**src/rtl/uart_tx.sv**
```systemverilog
// uart_tx: UART transmitter serialising one DATA_WIDTH-bit frame per Data_Valid strobe.
//
// Ports:
//   clk        system clock, all state on the rising edge
//   rst        asynchronous active-high reset
//   P_DATA     parallel data, latched on accept
//   Data_Valid one-cycle transmit request, honoured only when idle
//   Par_En     1 = append a parity bit (latched on accept)
//   Par_Typ    0 = even, 1 = odd parity (latched on accept)
//   Prescale   clk cycles per bit, 0 treated as 1 (latched on accept)
//   TX_OUT     registered serial line, idles high
//   Busy       registered, high while a frame is in flight
//
// Build option: define UART_TX_TWO_STOP_EN for two stop bits per frame.
module uart_tx #(
    parameter int DATA_WIDTH = 8
) (
    input  logic                  clk,
    input  logic                  rst,
    input  logic [DATA_WIDTH-1:0] P_DATA,
    input  logic                  Data_Valid,
    input  logic                  Par_En,
    input  logic                  Par_Typ,
    input  logic [5:0]            Prescale,
    output logic                  TX_OUT,
    output logic                  Busy
);
    localparam int IW = (DATA_WIDTH > 1) ? $clog2(DATA_WIDTH) : 1;

    typedef enum logic [2:0] {IDLE, START, DATA, PARITY, STOP} state_t;

    state_t                state_q, state_d;
    logic [5:0]            cnt_q, cnt_d;
    logic [5:0]            presc_q, presc_d;
    logic [IW-1:0]         idx_q, idx_d;
    logic [DATA_WIDTH-1:0] data_q, data_d;
    logic                  par_en_q, par_en_d;
    logic                  par_bit_q, par_bit_d;
    logic                  tx_q, tx_d;
    logic                  busy_q, busy_d;
`ifdef UART_TX_TWO_STOP_EN
    logic                  stop2_q, stop2_d;
`endif
    logic                  last;

    assign last   = cnt_q == presc_q - 6'd1;
    assign TX_OUT = tx_q;
    assign Busy   = busy_q;

    always_comb begin
        state_d   = state_q;
        presc_d   = presc_q;
        idx_d     = idx_q;
        data_d    = data_q;
        par_en_d  = par_en_q;
        par_bit_d = par_bit_q;
        tx_d      = tx_q;
        busy_d    = busy_q;
`ifdef UART_TX_TWO_STOP_EN
        stop2_d   = stop2_q;
`endif
        cnt_d     = (state_q == IDLE || last) ? 6'd0 : cnt_q + 6'd1;
        case (state_q)
            IDLE: if (Data_Valid) begin
                state_d   = START;
                data_d    = P_DATA;
                par_en_d  = Par_En;
                par_bit_d = (^P_DATA) ^ Par_Typ;
                presc_d   = (Prescale == 6'd0) ? 6'd1 : Prescale;
                tx_d      = 1'b0;
                busy_d    = 1'b1;
            end
            START: if (last) begin
                state_d = DATA;
                idx_d   = '0;
                tx_d    = data_q[0];
            end
            DATA: if (last) begin
                if (idx_q == IW'(DATA_WIDTH - 1)) begin
                    state_d = par_en_q ? PARITY : STOP;
                    tx_d    = par_en_q ? par_bit_q : 1'b1;
                end else begin
                    // Shift register keeps the current bit at index 0.
                    idx_d  = idx_q + IW'(1);
                    data_d = data_q >> 1;
                    tx_d   = data_d[0];
                end
            end
            PARITY: if (last) begin
                state_d = STOP;
                tx_d    = 1'b1;
            end
            STOP: if (last) begin
`ifdef UART_TX_TWO_STOP_EN
                // First pass through STOP only arms the second stop bit.
                stop2_d = ~stop2_q;
                state_d = stop2_q ? IDLE : STOP;
                busy_d  = ~stop2_q;
`else
                state_d = IDLE;
                busy_d  = 1'b0;
`endif
            end
            default: begin
                state_d = IDLE;
                tx_d    = 1'b1;
                busy_d  = 1'b0;
            end
        endcase
    end

    always_ff @(posedge clk or posedge rst) begin
        if (rst) begin
            state_q   <= IDLE;
            cnt_q     <= '0;
            presc_q   <= '0;
            idx_q     <= '0;
            data_q    <= '0;
            par_en_q  <= 1'b0;
            par_bit_q <= 1'b0;
            tx_q      <= 1'b1;
            busy_q    <= 1'b0;
`ifdef UART_TX_TWO_STOP_EN
            stop2_q   <= 1'b0;
`endif
        end else begin
            state_q   <= state_d;
            cnt_q     <= cnt_d;
            presc_q   <= presc_d;
            idx_q     <= idx_d;
            data_q    <= data_d;
            par_en_q  <= par_en_d;
            par_bit_q <= par_bit_d;
            tx_q      <= tx_d;
            busy_q    <= busy_d;
`ifdef UART_TX_TWO_STOP_EN
            stop2_q   <= stop2_d;
`endif
        end
    end
endmodule

```
**config.mk**
```make
export PLATFORM = sky130hd
export DESIGN_NAME = uart_tx
export DESIGN_NICKNAME = d
export VERILOG_FILES = /design/src/rtl/uart_tx.sv
export SDC_FILE = /design/constraint.sdc
export NUM_CORES = 1
export LEC_CHECK = 0
export ABC_AREA = 1
export CELL_PAD_IN_SITES_DETAIL_PLACEMENT = 0
export CELL_PAD_IN_SITES_GLOBAL_PLACEMENT = 1
export CORE_ASPECT_RATIO = 0.75
export CORE_MARGIN = 2
export CORE_UTILIZATION = 40
export CTS_CLUSTER_SIZE = 10
export DETAILED_ROUTE_END_ITERATION = 7
export GPL_TIMING_DRIVEN = 0
export PLACE_DENSITY = 0.76
export SETUP_SLACK_MARGIN = 0.1
export SYNTH_ARGS = -nofsm -noshare
export SYNTH_HDL_FRONTEND = slang
export SYNTH_SLANG_ARGS = --single-unit
```
**constraint.sdc**
```tcl
create_clock -name clk -period 1.9 [get_ports clk]
set_clock_uncertainty 0.1 [all_clocks]
set_input_delay 0.38 -clock clk [delete_from_list [all_inputs] [get_ports clk]]
set_output_delay 0.38 -clock clk [all_outputs]
set_load 0.005 [all_outputs]
```
==> results.yml <==
outcome:
  status: "finished clean"
clocking:
  ctsLongestPathBuffers: 2
  htree_levels: 2
  clock-sinks: 30
  root_buffer: "clkbuf_8"
  cts_tree: "built"
  cts_buffers: 5
  insertion_delay_ns: 0.28
  hold_buffers: 0
  path_clk_slew_ns: 0.07
power:
  p_seq_share_pct: 29.8
  powerDensity_mw_per_mm2: 1590
  power.internal_w: 0.00212
  max-vdd-ir-drop_v: 0.000626
  p_sw_w: 0.00168
  swShare_pct: 44.2
  p_comb_share_pct: 53.5
  p_leak_nw: 1.23
  pwr-share-clk_pct: 16.7
synth:
  synth_common_cells: "97 x nand2_1, 29 x dfrtp_1, 26 x inv_1"
  synth_fp_nets: 281
  syn_inst: 258
  yosysTopAreaCell: "dfrtp_1"
  netlist.area_leader.share_pct: 38.8
  synth_cell_type_count: 29
  synth-edff-count: 0
  synth_seq_cells: 30
  syn_avg_cell_area_um2: 7.24
  yosys-top-cells-area: "dfrtp_1 39%, nand2_1 19%, nand3_1 6.2%, inv_1 5.2%, nor2_1 4.8%"
  seq_area_frac_synth_pct: 40.3
  synth.most_common_cell: "nand2_1"
  yosys_warnings: 0
  synthFlopType: "dfrtp_1"
  synth_area_mm2: 0.00187
  synthArstFlopShare_pct: 100
floorplanning:
  start_util_pct: 41.8
  die_h_um: 63.2
  die_area_mm2: 0.00524
  core_area_mm2: 0.00447
  ios: 21
  row_count: 21
  die_width_um: 82.9
timing:
  tightest_slew_ns: 0.582
  finalSetupViolCount: 0
  setup_tns_ns: 0
  finalCritPeriodShare_pct: 94.6
  max_freq_ghz: 0.556
  hold_viol_final: 0
  period_minus_slack_ns: 1.80
  rsz0062_at_grt: "yes"
  slew-limit-headroom_pct: 60.9
  finalMaxSlewViolations: 0
drt:
  drc_errors: 0
  drt_pass1_iterations: 5
  vias: 1669
  drt-total-wl_mm: 4.20
  drt_iter0_markers: 85
  wl_per_cell_um: 12.0
  vias_per_cell: 4.75
  ant_nets: 0
worst_setup_path:
  r2r.worst_path.cells: 9
  crit_path_end_kind: "flop"
  critPathLaunch: "presc_q[1]$_DFFE_PP0P_"
  crit_type: "flop to flop"
  cp-start-kind: "flop"
  cp.arrival_ns: 1.92
  timing.rr.end: "data_q[5]$_DFFE_PP0P_"
  worstPathMaxFanout: 6
  r2r_slack_ns: 0.10
  rr_startpoint: "presc_q[1]$_DFFE_PP0P_"
  required_ns: 2.02
layout:
  layout.nets: 316
  utilization_pct: 53.6
  num-fill-cells: 442
  drive_above_1_share_pct: 15.3
  diodes: 0
  area_growth_syn_to_layout_pct: 28.1
hold_path:
  hold_class: "primary input to async pin"
place:
  io_buffers: 20
  dp_hpwl_mm: 3.08
  routabilityCongestion: 0.781
global_routing:
  grt_pass1_vias: 1538
  grt_pass1_wl_mm: 7.42
  grt_max_degree: 31
  track_usage_pct: 17.9
  grt-ovfl-total: 0
  antenna_found_initial: 0
run:
  drv_cap: 0
-- kinds of logic after synthesis --
family	synth area share (%)
buffers and inverters	7.50
xor gates and xnor gates	4.22
DFF	40.3
AOI/OAI and AO/OA	4.62
and+or+nand+nor	40.7
adders and majority gates	2.68
-- cells in the final DEF (no fill, tap or decap), types with 5 or more instances in the layout --
| cell | instances |
|---|---|
| buf_4 | 6 |
| clkbuf_8 | 6 |
| clkdlybuf4s50_1 | 19 |
| dfrtp_1 | 29 |
| inv_1 | 22 |
| inv_2 | 6 |
| nand2_1 | 96 |
| nand2_4 | 5 |
| nand3_1 | 21 |
| nor2_1 | 24 |
| o21ai_0 | 11 |
| xnor2_1 | 6 |
-- critical path: stages, from the launching register on --
cell     delay (ns)
dfrtp_1        0.39
buf_4          0.14
nor2_2         0.12
nand3_1        0.12
xnor2_1        0.31
nand3_4        0.17
nand2_4        0.14
buf_12         0.12
nand3_1        0.06
nand2_1        0.07
-- sequential cells by signal, summed over array words and instances, names as in the netlist --
name       cells
data_q         8
cnt_q          6
presc_q        6
idx_q          3
state_q        3
Busy           1
TX_OUT         1
par_bit_q      1
par_en_q       1
-- layout make-up --
| type | count | area (µm²) | share of cell area, % |
|---|---|---|---|
| tap | 57 | 71.3 | 2.98 |
| clock inverter | 1 | 30.0 | 1.25 |
| clock buffer | 7 | 76.3 | 3.19 |
| timing repair buffer | 28 | 295 | 12.3 |
| buffer | 2 | 25.0 | 1.05 |
| sequential | 30 | 752 | 31.4 |
| inverter | 30 | 115 | 4.81 |
| multi-input combinational | 196 | 1030 | 43.0 |
-- worst max-delay path by stage --
stage                            endpoint  slack, ns  cells after the start
floorplan           data_q[1]$_DFFE_PP0P_       0.16                     12
global placement    data_q[1]$_DFFE_PP0P_      -0.17                     12
detailed placement  data_q[6]$_DFFE_PP0P_      -0.17                     12
CTS                 data_q[5]$_DFFE_PP0P_       0.06                     13
global route        data_q[0]$_DFFE_PP0P_      -0.08                     13
finish              data_q[5]$_DFFE_PP0P_       0.10                      9
-- layer usage --
layer	vias up	routed length, µm	global-route usage (%)
met5	-	0	0
met4	0	38	4.30
met1	758	2370	27.3
li1	878	-	-
met3	5	176	4.98
met2	28	1620	24.7
-- through the flow --
step / total power [W] / setup slack (ns) / hold WS [ns] / area [µm²] / std cells
final: 0.00380 / 0.103 / 0.296 / 2390 / 351
after global placement: 0.00290 / -0.169 / 0.355 / 2140 / 335
after CTS: 0.00372 / 0.0601 / 0.366 / 2320 / 348
after detailed placement: 0.00292 / -0.171 / 0.356 / 2140 / 335
after floorplan: 0.00247 / 0.165 / 0.337 / 1870 / 258
after global routing: 0.00421 / -0.0814 / 0.335 / 2390 / 351
-- power groups by stage --
stage / registers, W / clock network (W) / logic [W]
after floorplan: 0.00109 / 0 / 0.00138
after global placement: 0.00114 / 0 / 0.00177
after detailed placement: 0.00114 / 0 / 0.00178
after CTS: 0.00113 / 0.000653 / 0.00193
after global routing: 0.00117 / 0.000684 / 0.00236
final: 0.00113 / 0.000633 / 0.00203
-- timing repair --
item                       CTS  global route
setup buffers                5             2
gates resized for setup      5             8
setup endpoints to repair   22            22
pin swaps                    6             5
No activity file was read; power rests on OpenSTA's default activity.
